## config.mk

```make
export PLATFORM = sky130hd
export DESIGN_NAME = cxu_l1_to_l2_shim
export DESIGN_NICKNAME = d
export VERILOG_FILES = /design/src/rtl/cxu_l1_to_l2_shim.sv
export SDC_FILE = /design/constraint.sdc
export NUM_CORES = 1
export LEC_CHECK = 0
export ABC_AREA = 1
export CAP_MARGIN = 10
export CORE_ASPECT_RATIO = 1.2
export CORE_MARGIN = 5
export CORE_UTILIZATION = 40
export DETAILED_ROUTE_END_ITERATION = 8
export DONT_BUFFER_PORTS = 1
export PLACE_DENSITY_LB_ADDON = 0.25
export SYNTH_ARGS = -nofsm -noshare
export SYNTH_HDL_FRONTEND = slang
export SYNTH_SLANG_ARGS = --single-unit
```

## constraint.sdc

```tcl
create_clock -name clk -period 7.1 [get_ports clk]
set_input_delay 2.13 -clock clk [delete_from_list [all_inputs] [get_ports clk]]
set_output_delay 2.13 -clock clk [all_outputs]
set_load 0.05 [all_outputs]
```

## src/rtl/cxu_l1_to_l2_shim.sv

```systemverilog
// cxu_l1_to_l2_shim
//   Wraps a fixed-latency, non-stalling L1 extension unit so the host sees a
//   ready/valid (L2) request/response interface. Requests pass straight into
//   the L1 unit. A credit counter tracks in-flight ops, and a DEPTH-entry FIFO
//   holds results until the host takes them.
//
// Ports
//   clk, rst                  clock, asynchronous active-high reset
//   req_valid/req_ready       host request handshake
//   req_func/data0/data1      host request payload
//   resp_valid/resp_ready     host response handshake
//   resp_status/resp_data     head-of-FIFO response (status 1 = error)
//   l1_req_valid/func/data*   issue port to the L1 unit (combinational)
//   l1_resp_valid/status/data L1 result, LAT cycles after issue
//   overflow                  sticky: L1 result arrived with nothing in flight
`timescale 1ns/1ps

package common_pkg;
  function automatic bit check_param_range(input int value, input int lo, input int hi);
    return (value >= lo) && (value <= hi);
  endfunction

  function automatic bit check_param_pos(input int value);
    return value > 0;
  endfunction

  // Top bit index of a vector that indexes n entries (never narrower than 1 bit).
  function automatic int msb(input int n);
    return (n <= 2) ? 0 : $clog2(n) - 1;
  endfunction
endpackage

module cxu_l1_to_l2_shim
  import common_pkg::*;
#(
  parameter int FUNC_ID_W = 10,
  parameter int XLEN      = 32,
  parameter int LAT       = 2,
  parameter int DEPTH     = 4
) (
  input  logic                 clk,
  input  logic                 rst,
  input  logic                 req_valid,
  output logic                 req_ready,
  input  logic [FUNC_ID_W-1:0] req_func,
  input  logic [XLEN-1:0]      req_data0,
  input  logic [XLEN-1:0]      req_data1,
  output logic                 resp_valid,
  input  logic                 resp_ready,
  output logic                 resp_status,
  output logic [XLEN-1:0]      resp_data,
  output logic                 l1_req_valid,
  output logic [FUNC_ID_W-1:0] l1_req_func,
  output logic [XLEN-1:0]      l1_req_data0,
  output logic [XLEN-1:0]      l1_req_data1,
  input  logic                 l1_resp_valid,
  input  logic                 l1_resp_status,
  input  logic [XLEN-1:0]      l1_resp_data,
  output logic                 overflow
);

  localparam int CNT_W = $clog2(DEPTH + 1);
  localparam int PTR_W = msb(DEPTH) + 1;
  localparam logic [PTR_W-1:0] PTR_LAST = PTR_W'(DEPTH - 1);
  localparam logic [CNT_W:0]   CREDITS  = (CNT_W + 1)'(DEPTH);

  if (!check_param_range(LAT, 0, 15)) begin : g_bad_lat
    $error("cxu_l1_to_l2_shim: LAT must be 0..15");
  end
  if (!check_param_range(DEPTH, 1, 64)) begin : g_bad_depth
    $error("cxu_l1_to_l2_shim: DEPTH must be 1..64");
  end
  if (!check_param_pos(XLEN) || !check_param_pos(FUNC_ID_W)) begin : g_bad_width
    $error("cxu_l1_to_l2_shim: XLEN and FUNC_ID_W must be positive");
  end

  logic [CNT_W-1:0] inflight_q, count_q;
  logic [PTR_W-1:0] wr_ptr_q, rd_ptr_q;
  logic             run_q, overflow_q;
  logic [XLEN:0]    mem [DEPTH];

  logic [CNT_W:0]   used;
  logic             issue, resp_ok, pop;

  function automatic logic [PTR_W-1:0] ptr_inc(input logic [PTR_W-1:0] p);
    return (p == PTR_LAST) ? '0 : p + PTR_W'(1);
  endfunction

  // Credits come from registered counts only, so a pop frees its slot one
  // cycle later. run_q holds req_ready low until the first edge out of reset.
  assign used      = {1'b0, inflight_q} + {1'b0, count_q};
  assign req_ready = run_q && (used < CREDITS);
  assign issue     = req_valid && req_ready;

  assign l1_req_valid = issue;
  assign l1_req_func  = req_func;
  assign l1_req_data0 = req_data0;
  assign l1_req_data1 = req_data1;

  // With LAT=0 the result comes back in the issue cycle, before the in-flight
  // count has seen the op, so the issue itself counts as a credit.
  assign resp_ok = l1_resp_valid && ((inflight_q != '0) || ((LAT == 0) && issue));

  assign resp_valid  = (count_q != '0);
  assign pop         = resp_valid && resp_ready;
  assign resp_status = mem[rd_ptr_q][XLEN];
  assign resp_data   = mem[rd_ptr_q][XLEN-1:0];
  assign overflow    = overflow_q;

  always_ff @(posedge clk or posedge rst) begin
    if (rst) begin
      inflight_q <= '0;
      count_q    <= '0;
      wr_ptr_q   <= '0;
      rd_ptr_q   <= '0;
      run_q      <= 1'b0;
      overflow_q <= 1'b0;
    end else begin
      run_q <= 1'b1;
      if (l1_resp_valid && !resp_ok) overflow_q <= 1'b1;

      if (issue && !resp_ok)      inflight_q <= inflight_q + CNT_W'(1);
      else if (!issue && resp_ok) inflight_q <= inflight_q - CNT_W'(1);

      if (resp_ok && !pop)      count_q <= count_q + CNT_W'(1);
      else if (!resp_ok && pop) count_q <= count_q - CNT_W'(1);

      if (resp_ok) wr_ptr_q <= ptr_inc(wr_ptr_q);
      if (pop)     rd_ptr_q <= ptr_inc(rd_ptr_q);
    end
  end

  always_ff @(posedge clk) begin
    if (resp_ok) mem[wr_ptr_q] <= {l1_resp_status, l1_resp_data};
  end

  always_ff @(posedge clk) begin
    if (!rst) assert (used <= CREDITS);
  end

endmodule

```

After elaboration in Yosys (flattened, before gate mapping)

Memory sizes are Yosys's and may differ from the RTL's.
Index checks and enable logic that the tools add are counted.

Add/sub/neg operators: 7
$lt $le $gt $ge: 1
Equal/unequal tests: 2
Mux-type cells: 8
Reductions and logical operators: 16

Operators with widths:

| kind                                                                         | count |
|---|---|
| 3-bit 2-to-1 mux                                                             | 4 |
| 1-bit logical AND                                                            | 9 |
| 3-bit by 1-bit adder with 3-bit output, second input constant                | 2 |
| 3-bit nonzero test                                                           | 2 |
| 3-bit by 1-bit subtractor with 3-bit output, second input constant           | 2 |
| 2-bit by 1-bit adder with 2-bit output, second input constant                | 2 |
| 3-bit by 3-bit adder with 4-bit output                                       | 1 |
| 2-bit == test, second input constant                                         | 2 |
| 4-bit by 3-bit less-than comparator with 1-bit output, second input constant | 1 |
| 2-bit 2-to-1 mux                                                             | 2 |
| 2-bit nonzero test                                                           | 2 |
| 1-bit zero test                                                              | 3 |
| 1-bit 2-to-1 mux                                                             | 2 |

Bits in registers: 12
Bits in writable memories: 132
Bits of input ports: 112
Output and inout bits: 111
Memories: 1

Memories:

| memory | depth | bits a word | read ports | clocked after Yosys merged registers in | write ports | line | source |
|---|---|---|---|---|---|---|---|
| mem    | 4     | 33          | 1          | 0                                       | 1           | 80   | `logic [XLEN:0] mem [DEPTH];` |

Longest topological paths before layout

Gate-level depths: netlist of run 1.

Depth in word-level cells: 8
Mapped depth: 12
Depth with buffers taken out: 12

Worst setup path before layout of run 1

Ideal clock, no wire load.

Path type: input port to output port
Start point: input port req_valid
End point: output port l1_req_valid
Arrival: 2.845 ns
Required time: 4.970 ns
Slack: 2.125 ns
Stages on the path: 2
Buffers on the path: 0
Path through: inv_1 -> nor2_1

Longest elaborated chain between the ends: 1

Ends and longest elaborated chain:

| element           | line | source |
|---|---|---|
| start, declared   | 43   | `input logic req_valid,` |
| 1-bit logical AND | 93   | `assign issue = req_valid && req_ready;` |
| end, declared     | 52   | `output logic l1_req_valid,` |

No other way between the ends.

Worst setup path in the final report of run 1

Same ends and word-level chain as after synthesis.

==> impl_metrics.py, run 1 <==
metrics = {
    "yosys": {
        "yosysSeqAreaShare": 0.633,
        "synth_top_flop_cell": "edfxtp_1",
        "synth_commonest_cells": "132 x edfxtp_1, 122 x nand2_1, 85 x inv_1",
        "ys_types": 20,
        "synth_fp_nets": 677,
        "yosys_warnings": 0,
        "ys_ff_latch": 144,
        "synth_edf_count": 132,
        "yosysMostFrequentCell": "edfxtp_1",
        "synth_area_leaders": "edfxtp_1 59%, buf_4 8.2%, nand2_1 6.8%, o211ai_2 6.1%, inv_1 4.7%",
        "synth.avg_cell_area_um2": 12.2,
        "netlist_area_um2": 6740,
        "synth_top_cell_by_area": "edfxtp_1",
        "syn_inst": 554,
        "yosys.area.top_type_share": 0.588,
        "synth-async-reset-ratio": 0.0833,
    },
    "timing": {
        "skew_ns": 0.00926,
        "rsz0062_at_grt": "no",
        "finalSetupViolCount": 0,
        "fin_tns_setup_ns": 0,
        "max_slew_margin": 0.289,
        "tightest_slew_ns": 1.06,
        "min_period_ns": 5.02,
        "slew_violations": 0,
        "clock.fmax_ghz": 0.199,
        "hold_viol_final": 0,
        "finalCritPeriodShare": 0.706,
    },
    "pwr": {
        "power_density_nw_per_um2": 504,
        "swShare": 0.440,
        "pwr-share-clk": 0.269,
        "p_int_uw": 1970,
        "ir_drop_uv": 216,
        "power.switching_uw": 1550,
        "seq_power_share": 0.357,
        "power_leakage_uw": 0.00276,
        "combPwrFrac": 0.375,
    },
    "status": {
        "outcome": "finished, final reports clean",
    },
    "placement": {
        "port_buffers": 0,
        "placed_cell_area_um2": 6350,
        "post-dp-hpwl_mm": 8.98,
        "gp_congestion": 0.722,
    },
    "cts": {
        "cts_tree": "yes",
        "clk_pin_slew_ns": 0.06,
        "cts_hold_buffers": 0,
        "post_cts_buffers": 0,
        "cts_buffers": 17,
        "cts-resized-gates": 0,
        "htreeDepth": 4,
        "clk_latency_ns": 0.42,
        "clock_sinks": 144,
        "clock-root-buffer": "clkbuf_16",
        "clk_path_buf_depth": 2,
    },
    "detailed_routing": {
        "drc": 0,
        "num_vias": 3491,
        "dr.pass1.iters": 4,
        "drtIter0Drc": 171,
        "drt-total-wl_mm": 14.1,
        "vias_per_cell": 4.90,
        "final_antenna_net_count": 0,
        "wl_per_cell_um": 19.8,
    },
    "worst_setup_path": {
        "start_kind": "input pin",
        "cpPeakStageDelay_ns": 0.73,
        "crit_buf_inv": 1,
        "r2r_cells": 11,
        "critPathLaunch": "req_valid",
        "cp-endpoint": "l1_req_valid",
        "path_max_fanout": 2,
        "crit_type": "input pin to primary output",
        "crit_chain": "inv_1 > nor2_1",
        "timing.rr.start": "inflight_q[2]",
        "worstPathArrival_ns": 2.89,
        "cp.depth": 2,
        "critPathTopFamily": "simple AND/OR/NAND/NOR gates",
        "r2r_slack_ns": 4.27,
        "critPathRequiredTime_ns": 4.97,
        "crit_slowest_cell": "nor2_1",
        "reg2reg_to": "inflight_q[2]",
        "cp-end-kind": "primary output",
    },
    "grt": {
        "busiest_layer": "met2",
        "met3_usage": 0.0817,
        "grt_pass1_vias": 3573,
        "use_met2": 0.237,
        "track_usage": 0.146,
        "grt_first_pass_wirelength_mm": 21.0,
        "antenna_found_initial": 0,
        "overflow": 0,
        "grt_use_met1": 0.145,
        "grt_max_degree": 77,
    },
    "final_layout": {
        "n_antenna_cell": 0,
        "fin_area_um2": 6980,
        "drive_gt1_frac": 0.161,
        "multi_input_area_um2": 1430,
        "fillerInstances": 1528,
        "seq_area_um2": 4270,
        "fin_nets": 606,
        "area_delta_synth_final_pct": 3.66,
    },
    "die": {
        "ioPinCount": 223,
        "rows": 52,
        "start_util": 0.403,
        "core_area_um2": 16700,
        "die_w_um": 128,
        "fp.dieH_um": 152,
        "dieArea_um2": 19500,
    },
    "job": {
        "max-cap-violations": 0,
    },
    "worst_hold_path": {
        "hold_path_class": "flip-flop to flip-flop",
    },
}
## stage by stage
step | power [uW] | worst slack [ns] | cells | hold WS, ns | util
finish | 3520 | 2.08 | 712 | 0.504 | 0.418
floorplan | 2550 | 2.12 | 554 | 0.466 | -
CTS | 3580 | 2.07 | 712 | 0.509 | 0.418
detailed placement | 2620 | 2.07 | 680 | 0.496 | 0.380
global route | 3710 | 1.98 | 712 | 0.562 | 0.418
global placement | 2590 | 2.09 | 680 | 0.490 | 0.380
## worst min path at each step
stage | from | to | slack (ns) | cells after the start
floorplan | count_q[2] | count_q[2] | 0.47 | 2
global placement | count_q[2] | count_q[2] | 0.49 | 2
detailed placement | count_q[2] | count_q[2] | 0.50 | 2
CTS | count_q[2] | count_q[2] | 0.51 | 2
global route | count_q[2] | count_q[2] | 0.56 | 2
finish | count_q[2] | count_q[2] | 0.50 | 2
## cell families after synthesis
kind of cell    synth area share
simple gates              0.0821
buf+inv                    0.159
flops                      0.633
compound gates            0.0999
fa+ha+maj                 0.0227
xor+xnor                 0.00260
other cells             0.000557
## final cells by class
cell class / instances / share of cell area
Sequential cell: 144 / 0.611
Multi-Input combinational cell: 225 / 0.205
Clock buffer: 17 / 0.0609
Inverter: 89 / 0.0478
Tap cell: 216 / 0.0387
Clock inverter: 15 / 0.0301
Timing Repair Buffer: 6 / 0.00645
## state kept, by name, summed over array words and instances (netlist names)
signal	flops
rd_ptr_q	2
mem	132
inflight_q	3
wr_ptr_q	2
count_q	3
run_q	1
overflow	1
## layout by cell type (no fill, tap or decap), types with 6 or more instances in the layout
cell / instances
clkbuf_16: 17
inv_1: 85
nand2_1: 122
o211ai_2: 33
nand3_1: 9
nor2_1: 6
edfxtp_1: 132
ha_1: 9
o211ai_1: 33
buf_4: 6
dfrtp_1: 11
## metal layers
metal | vias to the layer above | share of wire
met1 | 1674 | 0.35
met5 | - | 0
met4 | 0 | 0.054
li1 | 1638 | -
met3 | 67 | 0.10
met2 | 112 | 0.50
## power by group through the flow
stage               logic, uW  clock network, uW  registers, uW
finish                   1320                946           1260
global route             1420               1010           1280
CTS                      1350                969           1260
detailed placement       1350                  0           1280
global placement         1320                  0           1270
floorplan                1350                  0           1200
Note: power is estimated with default switching activity, not from simulation.
==> run 2: changes to the inputs <==
==> constraint.sdc (replaced) <==
create_clock -name clk -period 4 [get_ports clk]
set_input_delay 1.2 -clock clk [delete_from_list [all_inputs] [get_ports clk]]
set_output_delay 1.2 -clock clk [all_outputs]
set_load 0.05 [all_outputs]
==> impl_metrics.py, run 2 (synthesized netlist as in run 1, its figures left out) <==
metrics = {
    "die": {
        "fp.dieH_um": 152,
        "die_w_um": 128,
        "rows": 52,
        "core_area_um2": 16700,
        "dieArea_um2": 19500,
        "ioPinCount": 223,
        "start_util": 0.403,
    },
    "detailed_routing": {
        "wl_met2_mm": 7.09,
        "wl_met1_mm": 4.94,
        "wl_per_cell_um": 19.1,
        "drc": 0,
        "drtIter0Drc": 167,
        "num_vias": 3545,
        "drt-total-wl_mm": 14.2,
        "final_antenna_net_count": 0,
        "wl_met3_mm": 1.45,
        "vias_per_cell": 4.76,
        "dr.pass1.iters": 4,
        "top_layer": "met4",
    },
    "cts": {
        "cts_buffers": 17,
        "cts_hold_buffers": 0,
        "clock_sinks": 144,
        "clk_pin_slew_ns": 0.06,
        "clock-root-buffer": "clkbuf_16",
        "cts-resized-gates": 0,
        "post_cts_buffers": 0,
        "clk_path_buf_depth": 2,
        "clk_latency_ns": 0.41,
        "cts_tree": "yes",
        "htreeDepth": 4,
    },
    "status": {
        "outcome": "finished, final reports clean",
    },
    "final_layout": {
        "largest_reg_flops": 132,
        "n_antenna_cell": 0,
        "top_regs": "mem (132), count_q (3), inflight_q (3)",
        "fillerInstances": 1486,
        "mostFrequentLayoutCell": "edfxtp_1",
        "area_delta_synth_final_pct": 7.75,
        "top_register": "mem",
        "fin_nets": 640,
        "drive_gt1_frac": 0.214,
        "fin_area_um2": 7260,
        "final_cell_mix": "132 x edfxtp_1, 122 x nand2_1, 85 x inv_1, 37 x buf_4",
    },
    "grt": {
        "grt_max_degree": 51,
        "grt_first_pass_wirelength_mm": 21.5,
        "grt_pass1_vias": 3697,
        "track_usage": 0.147,
        "antenna_found_initial": 0,
        "overflow": 0,
    },
    "job": {
        "max-cap-violations": 0,
    },
    "worst_setup_path": {
        "cp-end-kind": "primary output",
        "path_max_fanout": 50,
        "crit_type": "flip-flop to primary output",
        "worstPathArrival_ns": 2.07,
        "critPathRequiredTime_ns": 2.80,
        "start_kind": "flip-flop",
    },
    "placement": {
        "port_buffers": 0,
        "post-dp-hpwl_mm": 9.47,
        "placed_cell_area_um2": 6640,
        "gp_congestion": 0.746,
    },
    "timing": {
        "hold_viol_final": 0,
        "max_slew_margin": 0.608,
        "slew_violations": 0,
        "fin_tns_setup_ns": 0,
        "finalCritPeriodShare": 0.818,
        "finalSetupViolCount": 0,
        "rsz0062_at_grt": "no",
        "clock.fmax_ghz": 0.306,
        "tightest_slew_ns": 0.586,
        "skew_ns": 0.0109,
        "min_period_ns": 3.27,
    },
    "pwr": {
        "ir_drop_uv": 399,
        "power_density_nw_per_um2": 908,
        "power_leakage_uw": 0.00291,
    },
    "worst_hold_path": {
        "hold_path_class": "flip-flop to flip-flop",
    },
}
[run 2: cell types whose count changed in the layout (fill, tap and decap cells not counted)]
| cell | previous run | this run |
|---|---|---|
| buf_12 | 0 | 3 |
| buf_4 | 6 | 37 |
| clkinv_4 | 5 | 2 |
| clkinvlp_4 | 1 | 6 |
| inv_6 | 2 | 0 |
| inv_8 | 1 | 0 |
[run 2: cell type report]
class	count	area [um2]	area share
flip-flops and latches	144	4270	0.588
multi-input cells	225	1430	0.197
clock buffers	17	425	0.0586
repair buffers	40	338	0.0465
inverters	89	334	0.0460
well taps	216	270	0.0372
clock inverters	14	193	0.0265
[run 2: report_power, final]
part	switching, uW	internal, uW	leakage, uW
combinational	1980	795	0.00128
sequential	193	1990	0.00135
clock	595	1040	0.000283
[run 2: through the flow]
step                       util  std cells  setup slack, ns  hold WS, ns  total power [uW]
after floorplan               -        554            0.814        0.466              4530
after global placement    0.397        714             1.21        0.493              4980
after detailed placement  0.397        714             1.18        0.508              5040
after CTS                 0.434        745            0.738        0.521              6690
after global routing      0.434        745            0.606        0.535              6940
final                     0.434        745            0.728        0.517              6590
[run 2: worst max-delay path, stage by stage (launching register included)]
cell	delay (ns)
dfrtp_4	0.75
buf_12	0.31
o211ai_2	0.12
nand2_1	0.42
[run 2: layer usage]
metal | up-vias | global-route usage
li1 | 1703 | -
met1 | 1666 | 0.145
met2 | 114 | 0.244
met3 | 62 | 0.0691
met4 | 0 | 0.0930
met5 | - | 0
[run 2: final timing paths]
path	cells after the start	startpoint	slack, ns	endpoint
max in group asynchronous	1	rst	2.94	rd_ptr_q[0]
worst min-delay path	2	count_q[2]	0.52	count_q[2]
min in group asynchronous	1	rst	0.68	inflight_q[0]
worst max-delay path	3	rd_ptr_q[0]	0.73	resp_data[1]
worst max register to register	12	inflight_q[2]	1.76	inflight_q[2]
worst min register to register	2	count_q[2]	0.52	count_q[2]
==> run 3: changes to the inputs <==
==> constraint.sdc (replaced) <==
create_clock -name clk -period 3.2 [get_ports clk]
set_input_delay 0.96 -clock clk [delete_from_list [all_inputs] [get_ports clk]]
set_output_delay 0.96 -clock clk [all_outputs]
set_load 0.05 [all_outputs]
==> impl_metrics.py, run 3 (synthesized netlist as in run 1, its figures left out) <==
metrics = {
    "status": {
        "outcome": "finished, final reports clean",
    },
    "worst_setup_path": {
        "critPathLaunch": "rd_ptr_q[0]",
        "cpPeakStageDelay_ns": 0.75,
        "crit_slowest_cell": "dfrtp_4",
        "cp-end-kind": "primary output",
        "start_kind": "flip-flop",
        "crit_chain": "buf_4 > nand2_1 > o211ai_1 > nand2_1 > buf_4",
        "cp.depth": 5,
        "critPathTopFamily": "flip-flops",
        "critPathRequiredTime_ns": 2.24,
        "crit_type": "flip-flop to primary output",
        "r2r_cells": 12,
        "worstPathArrival_ns": 1.97,
        "crit_buf_inv": 2,
        "reg2reg_to": "inflight_q[2]",
        "r2r_slack_ns": 0.95,
        "cp-endpoint": "resp_data[13]",
        "path_max_fanout": 42,
        "timing.rr.start": "inflight_q[2]",
    },
    "die": {
        "core_area_um2": 16700,
        "die_w_um": 128,
        "ioPinCount": 223,
        "fp.dieH_um": 152,
        "dieArea_um2": 19500,
        "rows": 52,
        "start_util": 0.403,
    },
    "worst_hold_path": {
        "hold_path_class": "input pin to async pin",
    },
    "final_layout": {
        "fin_area_um2": 7280,
        "mostFrequentLayoutCell": "edfxtp_1",
        "largest_reg_flops": 132,
        "final_cell_mix": "132 x edfxtp_1, 122 x nand2_1, 85 x inv_1, 41 x buf_4",
        "area_delta_synth_final_pct": 8.06,
        "drive_gt1_frac": 0.215,
        "top_regs": "mem (132), count_q (3), inflight_q (3)",
        "n_antenna_cell": 0,
        "fin_nets": 647,
        "stdcell_count": 751,
        "top_register": "mem",
    },
    "grt": {
        "grt_max_degree": 43,
        "grt_first_pass_wirelength_mm": 21.9,
        "grt_pass1_vias": 3786,
        "track_usage": 0.151,
        "antenna_found_initial": 0,
        "overflow": 0,
    },
    "detailed_routing": {
        "wl_met2_mm": 7.07,
        "final_antenna_net_count": 0,
        "wl_met3_mm": 1.48,
        "drt-total-wl_mm": 14.5,
        "dr.pass1.iters": 4,
        "wl_per_cell_um": 19.3,
        "wl_met1_mm": 5.08,
        "num_vias": 3676,
        "top_layer": "met4",
        "drtIter0Drc": 178,
        "vias_per_cell": 4.89,
        "drc": 0,
    },
    "timing": {
        "slew_violations": 0,
        "rsz0062_at_grt": "no",
        "hold_viol_final": 0,
        "clock.fmax_ghz": 0.341,
        "skew_ns": 0.00658,
        "setup_ws_ns": 0.268,
        "fin_tns_setup_ns": 0,
        "finalCritPeriodShare": 0.916,
        "min_period_ns": 2.93,
        "tightest_slew_ns": 0.525,
        "finalSetupViolCount": 0,
        "max_slew_margin": 0.650,
    },
    "cts": {
        "clock_sinks": 144,
        "cts_buffers": 17,
        "post_cts_buffers": 0,
        "cts-resized-gates": 0,
        "clk_path_buf_depth": 2,
        "clk_pin_slew_ns": 0.05,
        "clock-root-buffer": "clkbuf_16",
        "clk_latency_ns": 0.42,
        "cts_hold_buffers": 0,
        "cts_tree": "yes",
        "htreeDepth": 4,
    },
    "pwr": {
        "power_density_nw_per_um2": 1120,
        "total_power_uw": 8150,
        "power_leakage_uw": 0.00292,
        "ir_drop_uv": 631,
    },
    "job": {
        "max-cap-violations": 0,
    },
    "placement": {
        "placed_cell_area_um2": 6730,
        "pre_cts_ws_ns": 0.699,
        "post-dp-hpwl_mm": 9.96,
        "port_buffers": 0,
        "gp_congestion": 0.745,
        "place_inst": 721,
    },
}
==> run 3: changes by cell type in the layout (fill, tap and decap cells not counted), sizes merged <==
cell and delta:
clkinvlp -2, bufinv -2, clkinv +3, buf +7
==> run 3: worst reg2reg max path, cell delays in order, from the launching register on <==
cell and delay (ns):
dfrtp_1 0.41, ha_1 0.30, nor2_1 0.10, nand3_1 0.11
nor2_1 0.10, buf_4 0.21, ha_1 0.19, inv_1 0.06
fa_1 0.38, nand2_1 0.11, nand3_1 0.08, nand2_1 0.06
nand2_1 0.05
==> run 3: cell type report <==
| cell class | count | area (um2) |
|---|---|---|
| Clock buffer | 17 | 425 |
| Clock inverter | 13 | 124 |
| Fill cell | 1490 | 9440 |
| Inverter | 89 | 334 |
| Multi-Input combinational cell | 225 | 1430 |
| Sequential cell | 144 | 4270 |
| Tap cell | 216 | 270 |
| Timing Repair Buffer | 47 | 428 |
==> run 3: layer usage <==
layer / global-route usage / vias up
li1: - / 1715
met1: 0.154 / 1767
met2: 0.245 / 122
met3: 0.0659 / 72
met4: 0.106 / 0
met5: 0 / -
==> run 3: worst min-delay path by stage <==
stage / to / depth (start not counted) / from
after detailed placement: count_q[2] / 2 / count_q[2]
after global routing: overflow / 1 / rst
after global placement: count_q[2] / 2 / count_q[2]
after CTS: overflow / 1 / rst
final: inflight_q[0] / 1 / rst
after floorplan: count_q[2] / 2 / count_q[2]
==> run 3: power breakdown <==
part | switching, uW | internal (uW)
logic | 2490 | 1090
registers | 242 | 2480
clock network | 725 | 1120
==> run 3: stage by stage <==
step                      utilization  hold WS, ns
after global routing            0.435        0.481
after detailed placement        0.402        0.506
final                           0.435        0.451
after global placement          0.402        0.493
after CTS                       0.435        0.451
after floorplan                     -        0.466
